$ cat config.mk
export PLATFORM = sky130hd
export DESIGN_NAME = detect_sched_flat
export DESIGN_NICKNAME = d
export VERILOG_FILES = /design/src/rtl/detect_sched_pkg.sv /design/src/rtl/detect_sched_if.sv /design/src/rtl/detect_sched_rr_arb2.sv /design/src/rtl/detect_sched.sv /design/src/flat_wrapper.sv
export SDC_FILE = /design/constraint.sdc
export NUM_CORES = 1
export LEC_CHECK = 0
export CAP_MARGIN = 20
export CORE_MARGIN = 4
export CORE_UTILIZATION = 25
export DETAILED_ROUTE_END_ITERATION = 8
export DONT_BUFFER_PORTS = 1
export SLEW_MARGIN = 20
export SYNTH_ARGS = -nofsm -noshare
export SYNTH_HDL_FRONTEND = slang
export SYNTH_SLANG_ARGS = --single-unit
$ cat constraint.sdc
create_clock -name clk -period 1.8 [get_ports clk]
set_input_delay 0.18 -clock clk [delete_from_list [all_inputs] [get_ports clk]]
set_output_delay 0.18 -clock clk [all_outputs]
set_load 0.005 [all_outputs]
$ cat src/rtl/detect_sched_pkg.sv
// Shared definitions for the serial detector scheduler: controller state
// encoding, detector code width, result counter width and default word length.
package detect_sched_pkg;

    localparam int W_DEFAULT = 8;
    localparam int CODE_W    = 3;
    localparam int CNT_W     = 4;

    typedef enum logic [2:0] {
        ST_IDLE  = 3'd0,
        ST_CLEAR = 3'd1,
        ST_SHIFT = 3'd2,
        ST_DRAIN = 3'd3,
        ST_DONE  = 3'd4
    } state_t;

endpackage

$ cat src/rtl/detect_sched_if.sv
// Bundle of requester handshakes, detector drive/return and result signals.
//
// Handshake: a requester raises reqN_valid with reqN_data and holds both
// stable until it sees reqN_ready; the word transfers on the rising edge
// where valid & ready are both high. ready is combinational and may depend
// on valid. res_valid is a one-cycle pulse with no back-pressure.
interface detect_sched_if import detect_sched_pkg::*; #(
    parameter int W = W_DEFAULT
) ();

    logic              req0_valid;
    logic [W-1:0]      req0_data;
    logic              req0_ready;
    logic              req1_valid;
    logic [W-1:0]      req1_data;
    logic              req1_ready;

    logic              det_clr;
    logic              det_a;
    logic [CODE_W-1:0] det_x;

    logic              res_valid;
    logic              res_id;
    logic [CODE_W-1:0] res_code;
    logic [CNT_W-1:0]  res_cnt;
    logic              busy;
    state_t            dbg_state;

    // Requester and detector side
    modport master (
        output req0_valid, req0_data, req1_valid, req1_data, det_x,
        input  req0_ready, req1_ready, det_clr, det_a,
        input  res_valid, res_id, res_code, res_cnt, busy, dbg_state
    );

    // Scheduler side
    modport slave (
        input  req0_valid, req0_data, req1_valid, req1_data, det_x,
        output req0_ready, req1_ready, det_clr, det_a,
        output res_valid, res_id, res_code, res_cnt, busy, dbg_state
    );

endinterface

$ cat src/rtl/detect_sched_rr_arb2.sv
// Two-way round-robin grant. ptr_q=0 favours req0 when both request;
// an update strobe points the favour away from the requester just served.
module rr_arb2 (
    input  logic       clk,
    input  logic       rst,
    input  logic [1:0] req,
    input  logic       upd,
    input  logic       upd_id,
    output logic [1:0] gnt
);

    logic ptr_q;

    // Pointer register: after serving upd_id, favour the other requester
    always_ff @(posedge clk) begin
        if (!rst) begin
            ptr_q <= 1'b0;
        end else if (upd) begin
            ptr_q <= ~upd_id;
        end
    end

    // One-hot grant: a lone request wins, a tie goes to the favoured side
    always_comb begin
        gnt = req;
        if (req == 2'b11) begin
            gnt = ptr_q ? 2'b10 : 2'b01;
        end
    end

endmodule

$ cat src/rtl/detect_sched.sv
// Serialises words from two requesters MSB first into an external sequence
// detector, clearing it before each word, and reports the last nonzero
// detector code and the number of nonzero code samples for that word.
module detect_sched import detect_sched_pkg::*; #(
    parameter int W = W_DEFAULT   // must match the W of the connected bus
) (
    input  logic         clk,
    input  logic         rst,
    detect_sched_if.slave bus
);

    localparam logic [3:0] K_LAST = 4'(W - 1);

    state_t            state_q, state_d;
    logic [W-1:0]      sh_q;
    logic [3:0]        k_q;
    logic              id_q;
    logic [CODE_W-1:0] code_acc_q;
    logic [CNT_W-1:0]  cnt_acc_q;
    logic              res_id_q;
    logic [CODE_W-1:0] res_code_q;
    logic [CNT_W-1:0]  res_cnt_q;
    logic              armed_q;

    logic [1:0]        arb_req;
    logic [1:0]        gnt;
    logic              xfer;
    logic              upd;
    logic              sample;
    logic              hit;

    // Requests only reach the arbiter in IDLE, and not in the first cycle after reset
    always_comb begin
        arb_req = {bus.req1_valid, bus.req0_valid} & {2{(state_q == ST_IDLE) && armed_q}};
        upd     = (state_q == ST_DONE);
    end

    rr_arb2 u_arb (
        .clk    (clk),
        .rst    (rst),
        .req    (arb_req),
        .upd    (upd),
        .upd_id (id_q),
        .gnt    (gnt)
    );

    // State register; armed_q blocks the grant for one cycle after reset
    always_ff @(posedge clk) begin
        if (!rst) begin
            state_q <= ST_IDLE;
            armed_q <= 1'b0;
        end else begin
            state_q <= state_d;
            armed_q <= 1'b1;
        end
    end

    // Next-state logic; unused encodings fall back to IDLE
    always_comb begin
        state_d = state_q;
        case (state_q)
            ST_IDLE:  if (xfer) state_d = ST_CLEAR;
            ST_CLEAR: state_d = ST_SHIFT;
            ST_SHIFT: if (k_q == K_LAST) state_d = ST_DRAIN;
            ST_DRAIN: state_d = ST_DONE;
            ST_DONE:  state_d = ST_IDLE;
            default:  state_d = ST_IDLE;
        endcase
    end

    // Handshake, detector drive and status outputs. The detector code seen in
    // SHIFT cycle k reflects bit k-1, and DRAIN sees the last bit.
    always_comb begin
        xfer           = |gnt;
        bus.req0_ready = gnt[0];
        bus.req1_ready = gnt[1];
        bus.det_a      = (state_q == ST_SHIFT) ? sh_q[W-1] : 1'b0;
        bus.det_clr    = !rst || (state_q == ST_CLEAR);
        sample         = ((state_q == ST_SHIFT) && (k_q != 4'd0)) || (state_q == ST_DRAIN);
        hit            = sample && (bus.det_x != '0);
        bus.res_valid  = (state_q == ST_DONE);
        bus.busy       = (state_q != ST_IDLE);
        bus.res_id     = res_id_q;
        bus.res_code   = res_code_q;
        bus.res_cnt    = res_cnt_q;
        bus.dbg_state  = state_q;
    end

    // Word capture, MSB-first shifter and code/count accumulation
    always_ff @(posedge clk) begin
        if (!rst) begin
            sh_q       <= '0;
            k_q        <= 4'd0;
            id_q       <= 1'b0;
            code_acc_q <= '0;
            cnt_acc_q  <= '0;
        end else if (xfer) begin
            sh_q       <= gnt[1] ? bus.req1_data : bus.req0_data;
            id_q       <= gnt[1];
            k_q        <= 4'd0;
            code_acc_q <= '0;
            cnt_acc_q  <= '0;
        end else begin
            if (state_q == ST_SHIFT) begin
                sh_q <= {sh_q[W-2:0], 1'b0};
                k_q  <= k_q + 4'd1;
            end
            if (hit) begin
                code_acc_q <= bus.det_x;
                cnt_acc_q  <= cnt_acc_q + 4'd1;
            end
        end
    end

    // Result registers load on the DRAIN->DONE edge (folding in the last
    // sample) so they are valid with res_valid and held until the next word
    always_ff @(posedge clk) begin
        if (!rst) begin
            res_id_q   <= 1'b0;
            res_code_q <= '0;
            res_cnt_q  <= '0;
        end else if (state_q == ST_DRAIN) begin
            res_id_q   <= id_q;
            res_code_q <= hit ? bus.det_x : code_acc_q;
            res_cnt_q  <= cnt_acc_q + CNT_W'(hit);
        end
    end

endmodule

$ cat src/flat_wrapper.sv
// flat-port wrapper written by rule: the top's interface ports become plain ports
module detect_sched_flat import detect_sched_pkg::*;
#(
    parameter int W = W_DEFAULT                                           
)
  (clk, rst, bus_req0_valid, bus_req0_data, bus_req1_valid, bus_req1_data, bus_det_x, bus_req0_ready, bus_req1_ready, bus_det_clr, bus_det_a, bus_res_valid, bus_res_id, bus_res_code, bus_res_cnt, bus_busy, bus_dbg_state);
  detect_sched_if #(.W(W)) bus_i ();
  input  logic clk;
  input  logic rst;
  input wire logic [$bits(bus_i.req0_valid)-1:0] bus_req0_valid;
  input wire logic [$bits(bus_i.req0_data)-1:0] bus_req0_data;
  input wire logic [$bits(bus_i.req1_valid)-1:0] bus_req1_valid;
  input wire logic [$bits(bus_i.req1_data)-1:0] bus_req1_data;
  input wire logic [$bits(bus_i.det_x)-1:0] bus_det_x;
  output wire logic [$bits(bus_i.req0_ready)-1:0] bus_req0_ready;
  output wire logic [$bits(bus_i.req1_ready)-1:0] bus_req1_ready;
  output wire logic [$bits(bus_i.det_clr)-1:0] bus_det_clr;
  output wire logic [$bits(bus_i.det_a)-1:0] bus_det_a;
  output wire logic [$bits(bus_i.res_valid)-1:0] bus_res_valid;
  output wire logic [$bits(bus_i.res_id)-1:0] bus_res_id;
  output wire logic [$bits(bus_i.res_code)-1:0] bus_res_code;
  output wire logic [$bits(bus_i.res_cnt)-1:0] bus_res_cnt;
  output wire logic [$bits(bus_i.busy)-1:0] bus_busy;
  output wire logic [$bits(bus_i.dbg_state)-1:0] bus_dbg_state;
  assign bus_i.req0_valid = bus_req0_valid;
  assign bus_i.req0_data = bus_req0_data;
  assign bus_i.req1_valid = bus_req1_valid;
  assign bus_i.req1_data = bus_req1_data;
  assign bus_i.det_x = bus_det_x;
  assign bus_req0_ready = bus_i.req0_ready;
  assign bus_req1_ready = bus_i.req1_ready;
  assign bus_det_clr = bus_i.det_clr;
  assign bus_det_a = bus_i.det_a;
  assign bus_res_valid = bus_i.res_valid;
  assign bus_res_id = bus_i.res_id;
  assign bus_res_code = bus_i.res_code;
  assign bus_res_cnt = bus_i.res_cnt;
  assign bus_busy = bus_i.busy;
  assign bus_dbg_state = bus_i.dbg_state;
  detect_sched #(.W(W)) u_core (.clk(clk), .rst(rst), .bus(bus_i));
endmodule
## Yosys cells after proc, flatten, opt, wreduce, memory -nomap -nowiden

Index checks and enable logic that the tools add are counted.

| word-level totals | value |
|---|---|
| register bits after elaboration | 33 |
| bits in latches | 0 |
| RAM bits | 0 |
| bits in read-only memories | 0 |
| input port bits | 23 |
| output and inout port bits | 17 |
| logic and storage cells | 50 |
| memories | 0 |

| operators by class | value |
|---|---|
| add/sub/neg operators | 3 |
| multiply operators | 0 |
| div/mod/pow operators | 0 |
| $lt $le $gt $ge | 0 |
| eq/ne operators | 8 |
| shifts and indexed selects | 0 |
| mux-type cells | 11 |
| bitwise gates (word level) | 3 |
| reduce and logical (&&, ||, !) cells | 14 |

Operator list:

| kind | number |
|---|---|
| 8-bit 2-to-1 mux | 3 |
| 3-bit case mux with 4 select lines | 1 |
| 3-bit 2-to-1 mux | 3 |
| 4-bit by 1-bit adder with 4-bit output (second input constant) | 2 |
| 3-bit by 2-bit equality test with 1-bit output (second input constant) | 2 |
| 3-bit nonzero test | 2 |
| 4-bit by 1-bit adder with 4-bit output | 1 |
| 4-bit by 3-bit equality test with 1-bit output (second input constant) | 1 |
| 2-bit 2-to-1 mux | 2 |
| 2-bit by 1-bit inequality test with 1-bit output (second input constant) | 2 |
| 4-bit nonzero test | 1 |
| 3-bit by 1-bit equality test with 1-bit output (second input constant) | 1 |
| 3-bit equality test (second input constant) | 1 |
| 1-bit logical AND | 3 |
| 3-bit zero test | 1 |
| 3-bit OR reduction | 1 |
| 2-bit AND | 1 |
| 2-bit equality test (second input constant) | 1 |
| 1-bit logical OR | 2 |
| 1-bit 2-to-1 mux | 2 |
| 1-bit NOT | 2 |
| 2-bit AND reduction | 1 |
| 2-bit nonzero test | 1 |
| 2-bit OR reduction | 1 |
| 1-bit zero test | 1 |

## Longest topological paths before layout

| depth | value |
|---|---|
| word-level depth | 8 |
| depth in mapped cells | 9 |
| depth with buffers taken out | 9 |

## Cells and area by module

From an unflattened synthesis, not the netlist that was laid out.

| unflattened totals | value |
|---|---|
| cells, all modules | 169 |
| area total of the unflattened synthesis | 1,671.6 um2 |

By module, submodules not included:

| module | instances | cells each | area an instance (um2) | seq. area each (um2) |
|---|---|---|---|---|
| detect_sched | 1 | 163 | 1,619.1 | 640.6 |
| rr_arb2 | 1 | 6 | 52.6 | 20.0 |

## Least setup slack after synthesis

No wires, ideal clock.

| timing path | value |
|---|---|
| kind | register to register |
| from | reg u_core.k_q[0] |
| to | reg u_core.res_cnt_q[2] (netlist: u_core.bus.res_cnt[2]) |
| setup time | 0.116 ns |
| data arrival time | 1.809 ns |
| data required time | 1.684 ns |
| slack | -0.125 ns |
| stages on the path, launching flop included | 10 |
| buffers on the path | 0 |
| period minus slack after synthesis | 1.925 ns |
| cells stage by stage | dfxtp_1 -> inv_1 -> ha_1 -> nor4b_2 -> nor3_2 -> ha_1 -> ha_1 -> xnor2_1 -> nand2_1 -> o211a_1 |

| between the ends | value |
|---|---|
| cells in the longest elaborated chain, start to end | 5 |

Ends and longest elaborated chain:

| item | RTL line | source |
|---|---|---|
| start: declaration | detect_sched.sv:16 | `logic [3:0] k_q;` |
| start signal: assignment | detect_sched.sv:106 | `k_q <= k_q + 4'd1;` |
| 4-bit nonzero test | detect_sched.sv:79 | `sample = ((state_q == ST_SHIFT) && (k_q != 4'd0)) \|\| (state_q == ST_DRAIN);` |
| 1-bit logical AND | detect_sched.sv:79 |  |
| 1-bit logical OR | detect_sched.sv:79 |  |
| 1-bit logical AND | detect_sched.sv:80 | `hit = sample && (bus.det_x != '0);` |
| net u_core.hit | detect_sched.sv:30 | `logic hit;` |
| 4-bit by 1-bit adder with 4-bit output | detect_sched.sv:125 | `res_cnt_q <= cnt_acc_q + CNT_W'(hit);` |
| end signal: assignment | detect_sched.sv:125 |  |
| end: declaration | detect_sched.sv:22 | `logic [CNT_W-1:0] res_cnt_q;` |

The timed path passes the listed nets, and every way through them passes these cells.
A chain may end at the register's enable or synchronous reset.

## Worst setup path after layout

| timing path | value |
|---|---|
| from | reg u_core.state_q[0] (netlist: u_core.bus.dbg_state[0]) |
| to | out bus_req1_ready |

| between the ends | value |
|---|---|
| cells in the longest elaborated chain, start to end | 5 |

Ends and longest elaborated chain:

| item | RTL line | source |
|---|---|---|
| start: declaration | detect_sched.sv:14 | `state_t state_q, state_d;` |
| start signal: assignment | detect_sched.sv:53 | `state_q <= state_d;` |
| 3-bit zero test (*) | detect_sched.sv:34 | `arb_req = {bus.req1_valid, bus.req0_valid} & {2{(state_q == ST_IDLE) && armed_q}};` |
| 1-bit logical AND (*) | detect_sched.sv:34 |  |
| 2-bit AND (*) | detect_sched.sv:34 |  |
| 2-bit equality test | detect_sched_rr_arb2.sv:26 | `if (req == 2'b11) begin` |
| 2-bit 2-to-1 mux (*) | detect_sched_rr_arb2.sv:26 |  |
| end: declaration | flat_wrapper.sv:16 | `output wire logic [$bits(bus_i.req1_ready)-1:0] bus_req1_ready;` |

Every way passes the cells marked *; elsewhere a longest branch is shown, timed or not.

==> out/metrics.yaml <==
drt:
  drc: 0
  drt_iter0_markers: 70
  wl_per_cell_um: 14.2
  drt_pass1_iterations: 4
  wl_mm: 3.78
  via_count: 1297
  ant_nets: 0
  drt-vias-per-instance: 4.88
floorplan:
  dieArea_um2: 7670
  design.portCount: 40
  die_h_um: 87.6
  core_area_um2: 6030
  start_util: 0.263
  num_rows: 28
  die_w_um: 87.6
sta:
  tightestPinTransition_ps: 743
  fin_crit_ps: 1730
  fmax_mhz: 579
  finalHoldViolations: 0
  rsz0062_at_grt: "yes"
  max-slew-margin-rel: 0.503
  skew_ps: 5.79
  hold_slack_ps: 20.3
  slew_violations: 0
  final.setup.tns_ps: 0
  finalSetupViolCount: 0
  period_share: 0.960
  fin_ws_ps: 72.2
power_and_ir_drop:
  p_per_area_nw_per_um2: 829
  comb_power_share: 0.146
  p_leak_uw: 0.000695
  p_int_uw: 1130
  vdd_ir_drop_max_uv: 223
  seq_power_share: 0.504
  p_clk_frac: 0.350
  swShare: 0.267
  p_switching_uw: 412
layout:
  fin_util: 0.310
  final_common_cell: "dfxtp_1"
  drive_above_1_share: 0.183
  final_net_count: 218
  diodes: 0
  area_delta_synth_final_pct: 17.8
  most-common-layout-cells: "dfxtp_1, nor2_1, nand2_1, buf_4, o22ai_1"
  postLayoutCellArea_um2: 1870
setup_path:
  crit_fanout: 6
  arrival_ps: 1550
  path_class: "reg2out"
  crit_path_end_kind: "primary output"
  crit_end: "bus_req1_ready"
  worstReg2RegEnd: "u_core.bus.res_cnt[2]"
  critPathLaunchType: "flop"
  critical_path_required_ps: 1620
  r2r_cells: 9
  rrSetupSlack_ps: 90
  cp-startpoint: "u_core.bus.dbg_state[0]"
  r2r-start: "u_core.k_q[1]"
synth:
  yosysSeqAreaShare: 0.417
  synthCells: 176
  yosysUniqueCellTypes: 40
  synth_edf_count: 0
  async_flop_share: 0
  synth_area_um2: 1580
  synth-seq-cells: 33
  yosys_warnings: 0
  synth.avg_cell_area_um2: 9.00
  yosys_most_used_dff: "dfxtp_1"
  syn-num-nets: 204
global_routing:
  gr-usage-all-layers: 0.103
  grt_pass1_vias: 1237
  grt_max_degree: 25
  grt-ovfl-total: 0
  grt_pass1_wl_mm: 6.22
  antenna_found_initial: 0
placed_design:
  gp_congestion: 0.791
  dpl_cell_area_um2: 1750
  dp_hpwl_mm: 2.69
  io_buffers: 0
  preCtsSetupSlack_ps: 60.4
clock_network:
  clk_pin_slew_ps: 70
  htreeDepth: 2
  root_buffer: "clkbuf_8"
  cts_tree: "done"
  clock_sinks: 33
  cts_buffers: 5
  clockBufferDepth: 2
  clk_latency_ps: 280
flow_run:
  drv_cap: 0
outcome:
  status: "finished, final reports clean"
worst_hold_path:
  hp-class: "in2reg"
-- critical path, cell delays in order (launching register included) --
cell and delay [ps]:
dfxtp_2 360, or4b_4 600, nor3_2 310
-- area by class of cell --
cell class / count / area, um2
Timing Repair Buffer: 16 / 135
Sequential cell: 33 / 663
Inverter: 8 / 30.0
Tap cell: 75 / 93.8
Fill cell: 648 / 4160
Clock inverter: 3 / 17.5
Clock buffer: 5 / 68.8
Multi-Input combinational cell: 126 / 857
-- through the flow --
step                      power (uW)  instances
after detailed placement        1010        255
after global routing            1630        266
final                           1550        266
after CTS                       1560        266
after global placement          1010        255
after floorplan                  952        176
-- cell families after synthesis --
kind of cell               share of synthesized area
and+or+nand+nor                                0.206
DFF                                            0.417
adders and majority gates                     0.0395
AOI/OAI and AO/OA                              0.219
muxes                                         0.0253
buffers and inverters                         0.0490
xor gates and xnor gates                      0.0442
-- worst min-delay path by stage --
stage / depth (start not counted) / slack (ps) / end / from
2_1_floorplan: 0 / 210 / u_core.armed_q / rst
3_3_place_gp: 0 / 210 / u_core.armed_q / rst
3_5_place_dp: 0 / 210 / u_core.armed_q / rst
4_1_cts: 1 / 9 / u_core.u_arb.ptr_q / rst
5_1_grt: 1 / 9 / u_core.bus.res_cnt[3] / rst
6_report: 1 / 20 / u_core.u_arb.ptr_q / rst
-- timing repair --
action / 4_1_cts / 5_1_grt
cloned: 0 / 0
setup buffers: 2 / 0
pin swaps: 1 / 2
resized for setup: 0 / 4
hold buffers: 1 / 0
endpoints found under the hold margin: 2 / 0
setup endpoints to repair: 2 / 5
-- power groups by stage --
stage / registers (uW) / logic (uW) / clock network [uW]
2_1_floorplan: 790 / 162 / 0
3_3_place_gp: 794 / 214 / 0
3_5_place_dp: 794 / 216 / 0
4_1_cts: 778 / 225 / 561
5_1_grt: 782 / 250 / 598
6_report: 779 / 225 / 542
-- state kept, by name, summed over array words and instances (netlist names) --
name	count
u_core.code_acc_q	3
u_core.bus.res_cnt	4
u_core.k_q	4
u_core.bus.dbg_state	3
u_core.bus.res_id	1
u_core.cnt_acc_q	4
u_core.id_q	1
u_core.sh_q	8
u_core.u_arb.ptr_q	1
u_core.armed_q	1
u_core.bus.res_code	3
-- per-layer routing --
| metal | wire length [um] | part of all wire | GRT usage | vias to the layer above |
|---|---|---|---|---|
| li1 | - | - | - | 665 |
| met1 | 1750 | 0.46 | 0.134 | 595 |
| met2 | 1670 | 0.44 | 0.153 | 33 |
| met3 | 320 | 0.085 | 0.0489 | 4 |
| met4 | 41 | 0.011 | 0.0293 | 0 |
| met5 | 0 | 0 | 0 | - |
-- Yosys cell counts (2+ instances only) --
cell	instances	area share
nand2_1	14	0.033
o21a_1	4	0.019
o21ai_0	5	0.016
xor2_1	2	0.011
o211a_1	2	0.013
o32a_1	7	0.044
nor4_1	2	0.0079
mux2i_1	4	0.025
nand3_1	5	0.016
a21oi_1	10	0.032
o31a_1	3	0.017
xnor2_1	6	0.033
nor3b_1	2	0.0095
clkbuf_1	5	0.012
inv_1	7	0.017
dfxtp_1	33	0.42
ha_1	5	0.039
nand2b_1	2	0.0079
o22ai_1	13	0.051
nor2b_1	7	0.028
nor3_2	2	0.013
buf_2	2	0.0063
nor2_1	16	0.038
and2_1	2	0.0079
No activity file was read; power rests on OpenSTA's default activity.
